==> config.mk <==
export PLATFORM = sky130hd
export DESIGN_NAME = proc_sequencer_flat
export DESIGN_NICKNAME = d
export VERILOG_FILES = /design/src/rtl/proc_sequencer_if.sv /design/src/rtl/proc_sequencer.sv /design/src/flat_wrapper.sv
export SDC_FILE = /design/constraint.sdc
export NUM_CORES = 1
export LEC_CHECK = 0
export BUFFER_PORTS_ARGS = -buffer_cell sky130_fd_sc_hd__clkbuf_2
export CAP_MARGIN = 20
export CORE_ASPECT_RATIO = 1.1
export CORE_MARGIN = 8
export CORE_UTILIZATION = 53
export CTS_BUF_LIST = sky130_fd_sc_hd__clkbuf_4
export CTS_CLUSTER_DIAMETER = 50
export DETAILED_ROUTE_END_ITERATION = 16
export PLACE_DENSITY_LB_ADDON = 0.05
export SYNTH_ARGS = -nofsm -noshare
export SYNTH_HDL_FRONTEND = slang
export SYNTH_SLANG_ARGS = --single-unit
==> constraint.sdc <==
create_clock -name clk -period 2.67 [get_ports clk]
set_input_delay 0 -clock clk [delete_from_list [all_inputs] [get_ports clk]]
set_output_delay 0 -clock clk [all_outputs]
set_load 0.01 [all_outputs]
==> src/rtl/proc_sequencer_if.sv <==
// Sequencer <-> datapath control bundle: instruction/flags/memory-ready in,
// bus-mux select and register/memory strobes out.
interface proc_sequencer_if #(
  parameter int unsigned SEL_W = 4
);
  logic [15:0]      IR_out;
  logic             mem_ready;
  logic             flag_z;
  logic             flag_c;
  logic [SEL_W-1:0] sel;
  logic [7:0]       RX_in;
  logic             IR_in;
  logic             A_in;
  logic             G_in;
  logic             add_sub_ctrl;
  logic             pc_incr;
  logic             ADDR_in;
  logic             DOUT_in;
  logic             W_D;
  logic             done;
  logic             err;

  modport master (
    input  IR_out, mem_ready, flag_z, flag_c,
    output sel, RX_in, IR_in, A_in, G_in, add_sub_ctrl, pc_incr,
           ADDR_in, DOUT_in, W_D, done, err
  );

  modport slave (
    output IR_out, mem_ready, flag_z, flag_c,
    input  sel, RX_in, IR_in, A_in, G_in, add_sub_ctrl, pc_incr,
           ADDR_in, DOUT_in, W_D, done, err
  );
endinterface

==> src/rtl/proc_sequencer.sv <==
// Fetch/decode/execute sequencer with load/store and memory-wait timeout.
// Define COND_BRANCH_EN to make b conditional on flag_z/flag_c (X = condition).
module proc_sequencer #(
  parameter int unsigned MEM_TIMEOUT = 15,
  parameter int unsigned SEL_W       = 4
) (
  input  logic             clk,
  input  logic             reset_n,
  input  logic             run,
  proc_sequencer_if.master bus
);

  localparam int unsigned CNT_W    = $clog2(MEM_TIMEOUT + 1);
  localparam int unsigned SEL_PC   = 7;
  localparam int unsigned SEL_IMM  = 8;
  localparam int unsigned SEL_G    = 9;
  localparam int unsigned SEL_DIN  = 10;
  localparam int unsigned SEL_HI   = 11;

  localparam logic [2:0] OP_MV  = 3'b000;
  localparam logic [2:0] OP_MVT = 3'b001;
  localparam logic [2:0] OP_ADD = 3'b010;
  localparam logic [2:0] OP_SUB = 3'b011;
  localparam logic [2:0] OP_LD  = 3'b100;
  localparam logic [2:0] OP_ST  = 3'b101;
  localparam logic [2:0] OP_B   = 3'b111;

  typedef enum logic [2:0] {
    S_IDLE, S_F0, S_F1, S_F2, S_E1, S_E2, S_E3
  } state_t;

  state_t           state, state_nxt;
  logic [CNT_W-1:0] wait_cnt, cnt_nxt;
  logic             err_q;
  logic             timeout;

  logic [2:0]       op, x, y;
  logic             m;
  logic             taken;
  logic [SEL_W-1:0] sel_y;
  logic [7:0]       rx_x;
  logic             mem_wait;
  logic             wait_expired;

  logic [SEL_W-1:0] sel_c;
  logic [7:0]       rx_c;
  logic             ir_in_c, a_in_c, g_in_c, add_sub_c, pc_incr_c;
  logic             addr_in_c, dout_in_c, w_d_c, done_c;

  assign op    = bus.IR_out[15:13];
  assign m     = bus.IR_out[12];
  assign x     = bus.IR_out[11:9];
  assign y     = bus.IR_out[2:0];
  assign sel_y = m ? SEL_W'(SEL_IMM) : SEL_W'(y);
  assign rx_x  = 8'b1 << x;

  // imm9 itself is routed inside the datapath; only its select code lives here
  logic unused_imm;
  assign unused_imm = ^bus.IR_out[8:3];

`ifdef COND_BRANCH_EN
  always_comb begin
    case (x)
      3'b000:  taken = 1'b1;
      3'b001:  taken = bus.flag_z;
      3'b010:  taken = ~bus.flag_z;
      3'b011:  taken = ~bus.flag_c;
      3'b100:  taken = bus.flag_c;
      default: taken = 1'b0;
    endcase
  end
`else
  logic unused_flags;
  assign taken        = 1'b1;
  assign unused_flags = bus.flag_z ^ bus.flag_c;
`endif

  assign mem_wait     = (state == S_F1) ||
                        ((state == S_E2) && ((op == OP_LD) || (op == OP_ST)));
  assign wait_expired = (wait_cnt == CNT_W'(MEM_TIMEOUT));

  // State, wait counter and sticky timeout flag
  always_ff @(posedge clk) begin
    if (!reset_n) begin
      state    <= S_IDLE;
      wait_cnt <= '0;
      err_q    <= 1'b0;
    end else begin
      state    <= state_nxt;
      wait_cnt <= (state_nxt == state) ? cnt_nxt : '0;
      err_q    <= err_q | timeout;
    end
  end

  // Next state and control decode from state and IR
  always_comb begin
    state_nxt = state;
    cnt_nxt   = wait_cnt;
    timeout   = 1'b0;
    sel_c     = '0;
    rx_c      = '0;
    ir_in_c   = 1'b0;
    a_in_c    = 1'b0;
    g_in_c    = 1'b0;
    add_sub_c = 1'b0;
    pc_incr_c = 1'b0;
    addr_in_c = 1'b0;
    dout_in_c = 1'b0;
    w_d_c     = 1'b0;
    done_c    = 1'b0;

    unique case (state)
      S_IDLE: if (run) state_nxt = S_F0;
      S_F0: begin
        sel_c     = SEL_W'(SEL_PC);
        addr_in_c = 1'b1;
        pc_incr_c = 1'b1;
        state_nxt = S_F1;
      end
      S_F1: state_nxt = S_F2;
      S_F2: begin
        ir_in_c   = 1'b1;
        state_nxt = S_E1;
      end
      S_E1: begin
        state_nxt = S_E2;
        case (op)
          OP_MV: begin
            sel_c  = sel_y;
            rx_c   = rx_x;
            done_c = 1'b1;
          end
          OP_MVT: begin
            sel_c  = SEL_W'(SEL_HI);
            rx_c   = rx_x;
            done_c = 1'b1;
          end
          OP_ADD, OP_SUB: begin
            sel_c  = SEL_W'(x);
            a_in_c = 1'b1;
          end
          OP_LD, OP_ST: begin
            sel_c     = SEL_W'(y);
            addr_in_c = 1'b1;
          end
          OP_B: begin
            if (taken) begin
              sel_c = SEL_W'(SEL_IMM);
              rx_c  = 8'h80;
            end
            done_c = 1'b1;
          end
          default: done_c = 1'b1;
        endcase
      end
      S_E2: begin
        state_nxt = S_E3;
        case (op)
          OP_ADD, OP_SUB: begin
            sel_c     = sel_y;
            g_in_c    = 1'b1;
            add_sub_c = (op == OP_SUB);
          end
          OP_ST: begin
            sel_c     = SEL_W'(x);
            dout_in_c = 1'b1;
            w_d_c     = 1'b1;
            done_c    = bus.mem_ready;
          end
          OP_LD:   ;
          default: state_nxt = S_IDLE;
        endcase
      end
      S_E3: begin
        state_nxt = S_IDLE;
        if ((op == OP_ADD) || (op == OP_SUB)) begin
          sel_c  = SEL_W'(SEL_G);
          rx_c   = rx_x;
          done_c = 1'b1;
        end else if (op == OP_LD) begin
          sel_c  = SEL_W'(SEL_DIN);
          rx_c   = rx_x;
          done_c = 1'b1;
        end
      end
      default: state_nxt = S_IDLE;
    endcase

    // A stalled memory wait holds the state; mem_ready on the limit cycle still wins
    if (mem_wait && !bus.mem_ready) begin
      if (wait_expired) begin
        timeout   = 1'b1;
        state_nxt = S_IDLE;
      end else begin
        state_nxt = state;
        cnt_nxt   = wait_cnt + CNT_W'(1);
      end
    end

    if (done_c) state_nxt = run ? S_F0 : S_IDLE;
  end

  assign bus.sel          = sel_c;
  assign bus.RX_in        = rx_c;
  assign bus.IR_in        = ir_in_c;
  assign bus.A_in         = a_in_c;
  assign bus.G_in         = g_in_c;
  assign bus.add_sub_ctrl = add_sub_c;
  assign bus.pc_incr      = pc_incr_c;
  assign bus.ADDR_in      = addr_in_c;
  assign bus.DOUT_in      = dout_in_c;
  assign bus.W_D          = w_d_c;
  assign bus.done         = done_c;
  assign bus.err          = err_q;

endmodule

==> src/flat_wrapper.sv <==
// flat-port wrapper written by rule: the top's interface ports become plain ports
module proc_sequencer_flat 
#(
  parameter int unsigned MEM_TIMEOUT = 15,
  parameter int unsigned SEL_W       = 4
)
  (clk, reset_n, run, bus_IR_out, bus_mem_ready, bus_flag_z, bus_flag_c, bus_sel, bus_RX_in, bus_IR_in, bus_A_in, bus_G_in, bus_add_sub_ctrl, bus_pc_incr, bus_ADDR_in, bus_DOUT_in, bus_W_D, bus_done, bus_err);
  proc_sequencer_if #(.SEL_W(SEL_W)) bus_i ();
  input  logic clk;
  input  logic reset_n;
  input  logic run;
  input wire logic [$bits(bus_i.IR_out)-1:0] bus_IR_out;
  input wire logic [$bits(bus_i.mem_ready)-1:0] bus_mem_ready;
  input wire logic [$bits(bus_i.flag_z)-1:0] bus_flag_z;
  input wire logic [$bits(bus_i.flag_c)-1:0] bus_flag_c;
  output wire logic [$bits(bus_i.sel)-1:0] bus_sel;
  output wire logic [$bits(bus_i.RX_in)-1:0] bus_RX_in;
  output wire logic [$bits(bus_i.IR_in)-1:0] bus_IR_in;
  output wire logic [$bits(bus_i.A_in)-1:0] bus_A_in;
  output wire logic [$bits(bus_i.G_in)-1:0] bus_G_in;
  output wire logic [$bits(bus_i.add_sub_ctrl)-1:0] bus_add_sub_ctrl;
  output wire logic [$bits(bus_i.pc_incr)-1:0] bus_pc_incr;
  output wire logic [$bits(bus_i.ADDR_in)-1:0] bus_ADDR_in;
  output wire logic [$bits(bus_i.DOUT_in)-1:0] bus_DOUT_in;
  output wire logic [$bits(bus_i.W_D)-1:0] bus_W_D;
  output wire logic [$bits(bus_i.done)-1:0] bus_done;
  output wire logic [$bits(bus_i.err)-1:0] bus_err;
  assign bus_i.IR_out = bus_IR_out;
  assign bus_i.mem_ready = bus_mem_ready;
  assign bus_i.flag_z = bus_flag_z;
  assign bus_i.flag_c = bus_flag_c;
  assign bus_sel = bus_i.sel;
  assign bus_RX_in = bus_i.RX_in;
  assign bus_IR_in = bus_i.IR_in;
  assign bus_A_in = bus_i.A_in;
  assign bus_G_in = bus_i.G_in;
  assign bus_add_sub_ctrl = bus_i.add_sub_ctrl;
  assign bus_pc_incr = bus_i.pc_incr;
  assign bus_ADDR_in = bus_i.ADDR_in;
  assign bus_DOUT_in = bus_i.DOUT_in;
  assign bus_W_D = bus_i.W_D;
  assign bus_done = bus_i.done;
  assign bus_err = bus_i.err;
  proc_sequencer #(.MEM_TIMEOUT(MEM_TIMEOUT), .SEL_W(SEL_W)) u_core (.clk(clk), .reset_n(reset_n), .run(run), .bus(bus_i));
endmodule
After elaboration in Yosys (flattened, before gate mapping):

Index checks and enable logic that the tools add are counted.

* add/sub/neg operators: 1
* eq/ne operators: 14
* shift-type cells: 1
* muxes and demuxes: 35
* bitwise logic cells: 2
* reductions and logical operators: 14

Operators with widths (number)
* $pmux 8 s2: 2
* $pmux 4 s5: 1
* $eq 3x3->1 const B: 6
* $pmux 3 s6: 1
* $mux 1: 17
* $mux 8: 2
* $pmux 4 s4: 1
* $mux 3: 5
* $eq 3x2->1 const B: 4
* $mux 4: 3
* $pmux 4 s2: 1
* $shl 1x3->8 const A: 1
* $eq 3x1->1 const B: 2
* $logic_not 3->1: 2
* $reduce_or 2->1: 3
* $add 4x1->4 const B: 1
* $eq 4x4->1 const B: 1
* $reduce_and 2->1: 2
* $reduce_or 4->1: 1
* $eq 3x3->1: 1
* $logic_or 1x1->1: 3
* $pmux 1 s3: 1
* $logic_and 1x1->1: 2
* $pmux 1 s2: 1
* 3 further kinds: 3

* register bits: 8
* output and inout bits: 22

Longest topological paths before layout:

* word-level depth: 9
* mapped depth: 6
* mapped depth without buffers: 6

Least setup slack after synthesis:

Ideal clock, no wire load.

* kind: flip-flop to flip-flop
* start: reg u_core.wait_cnt[0]
* end: reg u_core.wait_cnt[0]
* setup time: 0.078 ns
* arrival: 1.492 ns
* setup slack: 1.100 ns
* cell stages (with the launch flop): 7
* buffers on the path: 0
* period minus slack after synthesis: 1.570 ns
* cell sequence: dfxtp_1 > ha_1 > and3_1 > o41ai_4 > a21oi_1 > a211o_1 > nor3_1

* cells in the longest elaborated chain, start to end: 6

RTL lines
* start, declared: RTL line proc_sequencer.sv:33 `logic [CNT_W-1:0] wait_cnt, cnt_nxt;`
* start signal, assigned: RTL line proc_sequencer.sv:90 `wait_cnt <= (state_nxt == state) ? cnt_nxt : '0;`
* $eq 4x4->1: RTL line proc_sequencer.sv:80 `assign wait_expired = (wait_cnt == CNT_W'(MEM_TIMEOUT));`
* $mux 3: RTL line proc_sequencer.sv:191 `if (wait_expired) begin`
* $mux 3: RTL line proc_sequencer.sv:190 `if (mem_wait && !bus.mem_ready) begin`
* $mux 3: RTL line proc_sequencer.sv:200 `if (done_c) state_nxt = run ? S_F0 : S_IDLE;`
* $eq 3x3->1: RTL line proc_sequencer.sv:90
* $reduce_and 2->1 (no line)

Several ways; a longest one is shown, not always the timed one.
A chain may end at the register's enable or synchronous reset.

Worst setup path in the final report:

* start: reg u_core.state[0]
* end: out bus_sel[0]

* cells in the longest elaborated chain, start to end: 2

RTL lines
* start, declared: RTL line proc_sequencer.sv:32 `state_t state, state_nxt;`
* start signal, assigned: RTL line proc_sequencer.sv:89 `state <= state_nxt;`
* $eq 3x3->1 / $eq 3x1->1 (equally long branches): RTL line proc_sequencer.sv:112 `unique case (state)`
* $pmux 4 s4 *: RTL line proc_sequencer.sv:112
* end, declared: RTL line flat_wrapper.sv:16 `output wire logic [$bits(bus_i.sel)-1:0] bus_sel;`

Mark *: on every way between the ends. The rest lies on a longest branch, timed or not.

==> summary.md <==
| Metric | Value |
|---|---|
| PwrDens | `391 mW/mm²` |
| Starting DRC count in detailed routing | `31` |
| Critical Path Start Type | `flip-flop` |
| Final worst slack | `0.480 ns` |
| Die height | `62.3 µm` |
| Post-CTS setup buffer count | `0` |
| Max transition margin | `57.8%` |
| Sequential share of power | `31.8%` |
| WP data required | `2.67 ns` |
| Final slew viol count | `0` |
| Leading cell types in the layout, fill and taps excluded | `clkbuf_2 (35), nor2_1 (20), nor3_1 (15)` |
| DRC errors left | `0` |
| WP data arrival | `2.19 ns` |
| Chip width | `58.1 µm` |
| Hold path cells | `2` |
| Depth of the CTS H-tree | `1` |
| Reg2reg end | `u_core.wait_cnt[0]$_SDFFE_PN0P_` |
| Internal power component | `280 µW` |
| Tightest Pin Transition | `0.632 ns` |
| Synth async-reset ratio | `0%` |
| Antenna Nets Post-Route | `0` |
| FF-to-FF Start | `u_core.state[0]$_SDFF_PN0_` |
| Post-Syn Area | `0.00103 mm²` |
| Switching Fraction | `40.6%` |
| Vias in the first global route | `1102` |
| # IOs | `44` |
| Number of gates resized after cts | `0` |
| Global-route wire length before repair | `4.66 mm` |
| Clock buffer depth | `2` |
| Placer Congestion | `0.860` |
| Setup crit end kind | `primary output` |
| Vias/cell | `6.09` |
| Commonest non-fill, non-tap cell in the layout | `clkbuf_2` |
| Pleak | `0.495 nW` |
| #FFs+latches synth | `8` |
| Wire per inst | `14.3 µm` |
| Pre-CTS setup slack | `0.699 ns` |
| Final setup fails | `0` |
| Worst hold path type | `input pin to flip-flop` |
| Switch Pwr | `191 µW` |
| GRT Total Usage | `15.1%` |
| Final wirelength | `2.75 mm` |
| Post-synth top area share | `15.5%` |
| Hold Fails Final Rpt | `0` |
| Status | `completed` |
| DIE AREA | `0.00362 mm²` |
| Via count | `1176` |
| Clock Skew | `0.00181 ns` |
| P&R area growth vs syn | `16.6%` |
| Hold Crit Start | `reset_n` |
| Synth unique cells | `46` |
| Logic pwr share | `49.3%` |
| Max Cap Violations | `0` |
| Cells after Synth | `145` |
| Reg2reg setup slack | `0.66 ns` |
| RSZ-0062 raised after global routing | `no` |
| Setup TNS | `0 ns` |
| Share of cells above drive strength 1 | `27.4%` |
| Post-Syn Nets | `168` |
| Port bufs | `35` |
| Area leader, netlist | `dfxtp_1` |
| Core area | `0.00180 mm²` |
| R2r worst-path depth | `5` |
| ANT cells | `0` |
| Peak Freq | `457 MHz` |
| Root buf cell | `clkbuf_4` |
| Final #Nets | `200` |
| HPWL after DPL | `2.20 mm` |
| Reg clk slew, reported paths | `0.05 ns` |
| First-pass iteration count of the detailed router | `4` |
| Synthesized area per cell | `7.12 µm²` |
| Synth top area cells | `dfxtp_1 (16%), nand2b_1 (7.9%), nor2_1 (7.3%)` |
| Number of CTS-inserted buffers | `3` |
| Shortest period the worst path allows | `2.19 ns` |
| Hold Buf Count CTS | `0` |
| Worst Path Max Fanout | `17` |
| TritonCTS Sinks | `8` |
| Initial antenna violation count | `0` |
| Number of enable flip-flop cells after synthesis | `0` |
| CTS tree | `done` |
| Critical path class | `flip-flop to primary output` |
| Grt ovf | `0` |
| # rows | `16` |
| Synth warn | `0` |
| Seq/Total Area, Yosys | `15.5%` |
| Crit path from | `u_core.state[0]$_SDFF_PN0_` |
| Pin count of the biggest net entering global routing | `21` |
| Initial Utilization | `57.3%` |
| Clock Power Share | `18.8%` |
| Crit share post-route | `82.0%` |
| Hold endpoint | `u_core.state[1]$_SDFF_PN0_` |
| Dominant synthesized flop cell | `dfxtp_1` |
| Clock Latency Late Sink | `0.25 ns` |
| Maximum vdd ir drop | `0.349 mV` |
## state kept, by name, summed over array words and instances (netlist names)
register	count
u_core.wait_cnt	4
u_core.bus.err	1
u_core.state	3
## routing by layer
layer | GRT usage (%) | up-vias | share of wire, %
met4 | 7.98 | 0 | 2.1
met1 | 17.1 | 523 | 42
met3 | 3.70 | 6 | 8.7
met2 | 25.1 | 47 | 47
met5 | 0 | - | 0
li1 | - | 600 | -
## critical path: stages (launching register included)
cell,delay (ns)
dfxtp_1,0.72
nand2_1,0.21
nor3_1,0.40
inv_1,0.12
o21ai_1,0.18
a221o_1,0.17
clkbuf_2,0.13
## kinds of logic (layout without fill, tap and decap cells)
family	count (synthesis)	after routing	synth area share, %
adder cells (fa/ha/maj)	1	1	1.21
buffers and inverters	14	44	7.27
flip-flops	8	8	15.5
AO/OA/AOI/OAI	41	41	31.4
AND/OR/NAND/NOR	76	76	39.8
XOR/XNOR	1	1	0.849
multiplexers	4	4	4.00
## worst max-delay path by stage
stage	to	slack, ns	cells after the start
finish	bus_sel[0]	0.48	6
global route	bus_sel[0]	0.19	6
CTS	bus_sel[0]	0.51	6
detailed placement	u_core.wait_cnt[3]$_SDFFE_PN0P_	0.70	5
global placement	u_core.wait_cnt[0]$_SDFFE_PN0P_	0.77	5
floorplan	u_core.wait_cnt[0]$_SDFFE_PN0P_	1.10	6
## synthesized netlist by cell type, drive strengths merged (2+ instances only)
library cell and instances:
o41ai 2, o21ai 11, dfxtp 8, a211oi 2
o21ba 2, mux2i 3, nand3 4, nor3 16
a32oi 2, nor2 20, a21oi 6, clkbuf 2
or3 2, o211ai 2, nand2 7, a211o 2
nand3b 2, a221o 3, buf 7, nand2b 13
inv 5, nor2b 6
## metrics by stage
step	hold slack, ns	instance area (µm²)	utilization (%)	std cells	total power, mW
after floorplan	0.0507	1030	-	145	0.321
after global placement	0.277	1180	65.6	190	0.376
after detailed placement	0.290	1180	65.6	190	0.383
after CTS	0.0184	1200	66.8	193	0.475
after global routing	0.0366	1200	66.8	193	0.506
final	0.0278	1200	66.8	193	0.471
## area by class of cell
class | count | area [µm²]
clock buffers | 3 | 22.5
fillers | 162 | 598
well taps | 18 | 22.5
multi-input cells | 123 | 797
repair buffers | 36 | 183
inverters | 5 | 18.8
flip-flops and latches | 8 | 160
## power groups by stage
stage,combinational [mW],clock (mW),sequential (mW)
2_1_floorplan,0.183,0,0.139
3_3_place_gp,0.226,0,0.150
3_5_place_dp,0.231,0,0.151
4_1_cts,0.233,0.0938,0.149
5_1_grt,0.259,0.0959,0.152
6_report,0.232,0.0888,0.150
Note: power is estimated with default switching activity, not from simulation.
